--- config.mk ---
export PLATFORM = sky130hd
export DESIGN_NAME = knn_query_sequencer
export DESIGN_NICKNAME = d
export VERILOG_FILES = /design/src/rtl/knn_query_sequencer.sv
export SDC_FILE = /design/constraint.sdc
export NUM_CORES = 1
export LEC_CHECK = 0
export CAP_MARGIN = 10
export CORE_ASPECT_RATIO = 1.5
export CORE_MARGIN = 3
export CORE_UTILIZATION = 46
export DETAILED_ROUTE_END_ITERATION = 7
export HOLD_SLACK_MARGIN = 0.03
export MAX_ROUTING_LAYER = met4
export PLACE_DENSITY = 0.87
export SLEW_MARGIN = 20
export SYNTH_ARGS = -nofsm -noshare
export SYNTH_HDL_FRONTEND = slang
export SYNTH_SLANG_ARGS = --single-unit
--- constraint.sdc ---
create_clock -name clk -period 2.6 [get_ports clk]
set_input_delay 0.52 -clock clk [delete_from_list [all_inputs] [get_ports clk]]
set_output_delay 0.52 -clock clk [all_outputs]
set_load 0.1 [all_outputs]
--- src/rtl/knn_query_sequencer.sv ---
// Query front-end for the k-NN core: packs serial features, streams the sample ROM, captures result.
// Optional KNN_QSEQ_QCOUNT_EN adds a 16-bit wrapping count of completed queries (query_count).
module knn_query_sequencer #(
  parameter int unsigned FEATURE_NUM = 7,
  parameter int unsigned LEN         = 13,
  parameter int unsigned DATA_WIDE   = 1,
  parameter int unsigned COM_NUM     = 600,
  parameter int unsigned ADDR_W      = 10,
  parameter int unsigned RESULT_LAT  = 4
) (
  input  logic                             clk,
  input  logic                             rst_n,
  input  logic [LEN-1:0]                   feat_in,
  input  logic                             feat_valid,
  output logic                             feat_ready,
  output logic [LEN*FEATURE_NUM-1:0]       query_feature,
  output logic                             core_en,
  output logic [ADDR_W-1:0]                rom_addr,
  input  logic [LEN*FEATURE_NUM+DATA_WIDE-1:0] rom_data,
  output logic [LEN*FEATURE_NUM+DATA_WIDE-1:0] train_data,
  output logic                             train_valid,
  input  logic [DATA_WIDE-1:0]             core_result,
  output logic [DATA_WIDE-1:0]             result,
  output logic                             result_valid,
  output logic                             busy
`ifdef KNN_QSEQ_QCOUNT_EN
  ,
  output logic [15:0]                      query_count
`endif
);

  localparam int unsigned FW = $clog2(FEATURE_NUM + 1);
  localparam int unsigned SW = $clog2(COM_NUM + 1);
  localparam int unsigned DW = $clog2(RESULT_LAT + 1);
  localparam int unsigned QW = LEN * FEATURE_NUM;

  localparam logic [FW-1:0]     FLast = FW'(FEATURE_NUM - 1);
  localparam logic [SW-1:0]     SLast = SW'(COM_NUM);
  localparam logic [DW-1:0]     DLast = DW'(RESULT_LAT);
  localparam logic [ADDR_W-1:0] ALast = ADDR_W'(COM_NUM - 1);

  typedef enum logic [2:0] {StCollect, StPrime, StStream, StDrain, StDone} state_e;

  state_e          state_q;
  logic [FW-1:0]   fcnt_q;
  logic [SW-1:0]   scnt_q;
  logic [DW-1:0]   dcnt_q;
  logic [QW-1:0]   slots_q;
  logic [QW-1:0]   slots_d;
  logic            accept;

  assign accept     = feat_valid && feat_ready;
  assign train_data = rom_data;

  always_comb begin
    slots_d = slots_q;
    for (int i = 0; i < FEATURE_NUM; i++) begin
      if (fcnt_q == FW'(i)) slots_d[LEN*i +: LEN] = feat_in;
    end
  end

  always_ff @(posedge clk) begin
    if (!rst_n) begin
      state_q       <= StCollect;
      fcnt_q        <= '0;
      scnt_q        <= '0;
      dcnt_q        <= '0;
      slots_q       <= '0;
      query_feature <= '0;
      core_en       <= 1'b0;
      rom_addr      <= '0;
      train_valid   <= 1'b0;
      result        <= '0;
      result_valid  <= 1'b0;
      busy          <= 1'b0;
      feat_ready    <= 1'b1;
`ifdef KNN_QSEQ_QCOUNT_EN
      query_count   <= '0;
`endif
    end else begin
      case (state_q)
        StCollect: begin
          if (accept) begin
            if (fcnt_q == FLast) begin
              // Publish the full vector only once; partial slots stay internal.
              state_q       <= StPrime;
              fcnt_q        <= '0;
              slots_q       <= '0;
              query_feature <= slots_d;
              feat_ready    <= 1'b0;
              busy          <= 1'b1;
              core_en       <= 1'b1;
              rom_addr      <= '0;
            end else begin
              fcnt_q  <= fcnt_q + FW'(1);
              slots_q <= slots_d;
            end
          end
        end
        StPrime: begin
          state_q     <= StStream;
          train_valid <= 1'b1;
          scnt_q      <= SW'(1);
          rom_addr    <= rom_addr + ADDR_W'(1);
        end
        StStream: begin
          if (scnt_q == SLast) begin
            state_q     <= StDrain;
            train_valid <= 1'b0;
            dcnt_q      <= DW'(1);
          end else begin
            scnt_q <= scnt_q + SW'(1);
          end
          if (rom_addr != ALast) rom_addr <= rom_addr + ADDR_W'(1);
        end
        StDrain: begin
          if (dcnt_q == DLast) begin
            state_q      <= StDone;
            result       <= core_result;
            result_valid <= 1'b1;
`ifdef KNN_QSEQ_QCOUNT_EN
            query_count  <= query_count + 16'd1;
`endif
          end else begin
            dcnt_q <= dcnt_q + DW'(1);
          end
        end
        StDone: begin
          state_q       <= StCollect;
          result_valid  <= 1'b0;
          core_en       <= 1'b0;
          busy          <= 1'b0;
          feat_ready    <= 1'b1;
          query_feature <= '0;
        end
        default: state_q <= StCollect;
      endcase
    end
  end

endmodule

==> out/qor.json <==
{
  "final_net_count": {"value": 1120},
  "clock_sinks": {"value": 203},
  "drt_wl_total": {"value": 23300, "unit": "um"},
  "cts_buffer_depth": {"value": 3},
  "period_share": {"value": 78.5, "unit": "%"},
  "max-slew-margin-rel": {"value": 54.0, "unit": "%"},
  "sw_frac_of_total": {"value": 32.9, "unit": "%"},
  "tritoncts.num_buffers": {"value": 19},
  "initial_utilization": {"value": 47.0, "unit": "%"},
  "wl_per_cell": {"value": 18.3, "unit": "um"},
  "design.portCount": {"value": 308},
  "vert_die_dim": {"value": 177, "unit": "um"},
  "cts.repair.resized": {"value": 0},
  "synth_largest_area_cell": {"value": "dfxtp_1"},
  "cp_max_fo": {"value": 9},
  "flow.area_growth_from_synthesis": {"value": 11.1, "unit": "%"},
  "final-max-slew-violation-count": {"value": 0},
  "vdd.ir_drop.worst": {"value": 0.938, "unit": "mV"},
  "critPathLaunchType": {"value": "flip-flop"},
  "synthesis.instances": {"value": 1010},
  "layout-drive-gt1-share": {"value": 18.4, "unit": "%"},
  "syn-mean-instance-area": {"value": 8.92, "unit": "um^2"},
  "netlist_area_before_placement": {"value": 9010, "unit": "um^2"},
  "h-tree-depth": {"value": 1},
  "holdPathStages": {"value": 2},
  "grt_max_degree": {"value": 80},
  "buffer_cell_driving_the_clock_tree_root": {"value": "clkbuf_16"},
  "worst_slew_pin_slew": {"value": 688, "unit": "ps"},
  "cts_hold_buf": {"value": 0},
  "status": {"value": "completed"},
  "global_route.usage.met1": {"value": 23.1, "unit": "%"},
  "synth_async_sr_flop_share": {"value": 0, "unit": "%"},
  "arrival": {"value": 2420, "unit": "ps"},
  "ant_nets": {"value": 0},
  "number_of_violations_reported_at_the_end_of_detailed_routing_iteration_0": {"value": 595},
  "total_neg_setup_slack": {"value": 0, "unit": "ps"},
  "synth_seq_area_share": {"value": 45.1, "unit": "%"},
  "fmax": {"value": 0.490, "unit": "GHz"},
  "tritoncts": {"value": "done"},
  "flops_latches_synth": {"value": 203},
  "antenna_cells": {"value": 0},
  "core_area": {"value": 19200, "unit": "um^2"},
  "share_comb_of_total_power": {"value": 23.9, "unit": "%"},
  "chipWidth": {"value": 120, "unit": "um"},
  "post_drt_via_cell_ratio": {"value": 5.60},
  "power.switching": {"value": 2.64, "unit": "mW"},
  "grt_setup_unrepaired": {"value": "false"},
  "die_area": {"value": 21300, "unit": "um^2"},
  "setup_viol": {"value": 0},
  "design_area": {"value": 10000, "unit": "um^2"},
  "grt_use_total": {"value": 21.6, "unit": "%"},
  "cp-end-kind": {"value": "flip-flop"},
  "post_synth_edffs": {"value": 0},
  "worst_endpoint_required_time": {"value": 2970, "unit": "ps"},
  "power.static_leakage": {"value": 3.84, "unit": "nW"},
  "yosys.area.top_type_share": {"value": 45.1, "unit": "%"},
  "timing_hold_violations_final": {"value": 0},
  "yosysWarningCount": {"value": 0},
  "dr_total_vias": {"value": 7130},
  "grt_antenna_before_repair": {"value": 0},
  "p_per_area": {"value": 802, "unit": "nW/um^2"},
  "globalRouteOverflowTotal": {"value": 0},
  "dp.final_hpwl": {"value": 16000, "unit": "um"},
  "synth.distinct_cells": {"value": 61},
  "int_power": {"value": 5.39, "unit": "mW"},
  "drv.max_cap_violation_count": {"value": 0},
  "clkPwrFrac": {"value": 33.5, "unit": "%"},
  "multi_input_comb_area": {"value": 3830, "unit": "um^2"},
  "place.port_buffers": {"value": 123},
  "post_synth_main_area_contributors": {"value": "dfxtp_1 (45%), mux2i_1 (8.6%), buf_4 (8.2%), nor2_1 (7.3%), a211oi_1 (3.7%)"},
  "drt_pass1_iterations": {"value": 5},
  "layout_filler_cell_count": {"value": 1743},
  "final-seq-area": {"value": 4060, "unit": "um^2"},
  "routabilityCongestion": {"value": 0.857},
  "clkLatencyLatePin": {"value": 490, "unit": "ps"},
  "hp-class": {"value": "flip-flop to flip-flop"},
  "standard_cell_area_after_detailed_placement": {"value": 9420, "unit": "um^2"},
  "worst_r2r_path_cells": {"value": 5},
  "grtUsageMet3": {"value": 3.70, "unit": "%"},
  "finalCriticalPeriod": {"value": 2040, "unit": "ps"},
  "cts.clk_slew.worst_paths": {"value": 60, "unit": "ps"},
  "power_frac_seq": {"value": 42.6, "unit": "%"},
  "cts_post_setup_buffers_inserted": {"value": 0},
  "path_class": {"value": "flip-flop to flip-flop"},
  "drcViolationCount": {"value": 0},
  "met2_usage": {"value": 37.1, "unit": "%"},
  "post_route_clock_skew": {"value": 8.34, "unit": "ps"},
  "rows": {"value": 62},
  "grt_pass1_vias": {"value": 6900},
  "gr-max-usage-layer": {"value": "met2"},
  "ys.flop_type": {"value": "dfxtp_1"},
  "first_pass_grt_wire_length": {"value": 36100, "unit": "um"},
  "post_synthesis_net_count": {"value": 1125}
}
==> layer usage <==
metal  vias up  share of wire, %
li1       3375                 -
met1      3376                38
met2       261                50
met3       118               6.6
met4         0               6.1
met5         -                 0
==> worst paths after layout <==
kind                                         from                end  slack, ps
worst max-delay path                   state_q[1]        rom_addr[3]        560
worst min-delay path            query_feature[47]  query_feature[47]        450
worst max register to register         state_q[1]        rom_addr[3]        560
worst min register to register  query_feature[47]  query_feature[47]        450
==> power groups by stage <==
stage               clock, mW  sequential (mW)  combinational [mW]
floorplan                   0             3.70                1.97
global placement            0             3.48                1.86
detailed placement          0             3.49                1.89
CTS                      2.73             3.42                1.91
global route             2.87             3.44                2.08
finish                   2.69             3.42                1.92
==> worst max-delay path, cell delays in order, from the launching register on <==
cell     delay, ps
dfxtp_1        530
nor3b_1        550
nand4_1        280
nand2_1        250
nor2_1          70
o221a_2        260
==> through the flow <==
step / utilization, % / hold WS, ps / setup WS, ps / instances / total power, mW
6_report: 52.3 / 453 / 559 / 1273 / 8.03
3_3_place_gp: 49.1 / 437 / 186 / 1240 / 5.33
3_5_place_dp: 49.1 / 445 / 148 / 1240 / 5.38
2_1_floorplan: - / 453 / 238 / 1010 / 5.67
4_1_cts: 52.3 / 459 / 549 / 1273 / 8.05
5_1_grt: 52.3 / 480 / 426 / 1273 / 8.39
==> placed cells by master (no fill, tap or decap), drive strengths merged, types with 5 or more instances in the layout <==
cell type and instances:
dfxtp 203, nor2 177, buf 131, mux2i 77
nand2 67, o21ai 55, a21oi 48, a211oi 45
a22oi 32, clkbuf 26, nor3 19, clkdlybuf4s50 16
and2 13, a22o 9, inv 9, a32oi 8
nand3 7, a2bb2oi 6, ha 6, clkinv 6
nor4 5
==> flip-flops by register name, indices dropped and copies added (netlist names) <==
signal,flops
query_feature,91
slots_q,78
rom_addr,10
scnt_q,10
dcnt_q,3
fcnt_q,3
state_q,3
busy,1
feat_ready,1
result,1
result_valid,1
train_valid,1
==> cell families after synthesis <==
logic type | count (synthesis) | synth area share [%]
flops | 203 | 45.1
buf+inv | 181 | 12.4
simple gates | 321 | 16.9
compound gates | 217 | 15.7
fa+ha+maj | 6 | 0.833
mux | 77 | 8.55
xor+xnor | 5 | 0.486
==> area by class of cell <==
class,count,share of cell area [%]
Clock buffer,26,5.51
Clock inverter,7,0.487
Inverter,8,0.300
Multi-Input combinational cell,626,38.3
Sequential cell,203,40.6
Tap cell,256,3.20
Timing Repair Buffer,147,11.7
==> Yosys cell counts (3+ instances only) <==
master / number
buf_2: 18
nor2_1: 175
a211oi_1: 45
o21a_1: 3
nor3_2: 3
nand2_1: 67
a32oi_1: 8
a2bb2oi_1: 6
a21oi_1: 48
dfxtp_1: 203
o21ai_0: 52
or4_1: 3
buf_4: 99
o221a_2: 3
nor4_1: 3
inv_1: 7
nand4_1: 4
nor3_1: 14
a22o_1: 9
a22oi_1: 32
ha_1: 6
nand3_1: 7
and2_1: 13
mux2i_1: 77
clkbuf_1: 49
xnor2_1: 4
buf_6: 6
No activity file was read; power rests on OpenSTA's default activity.
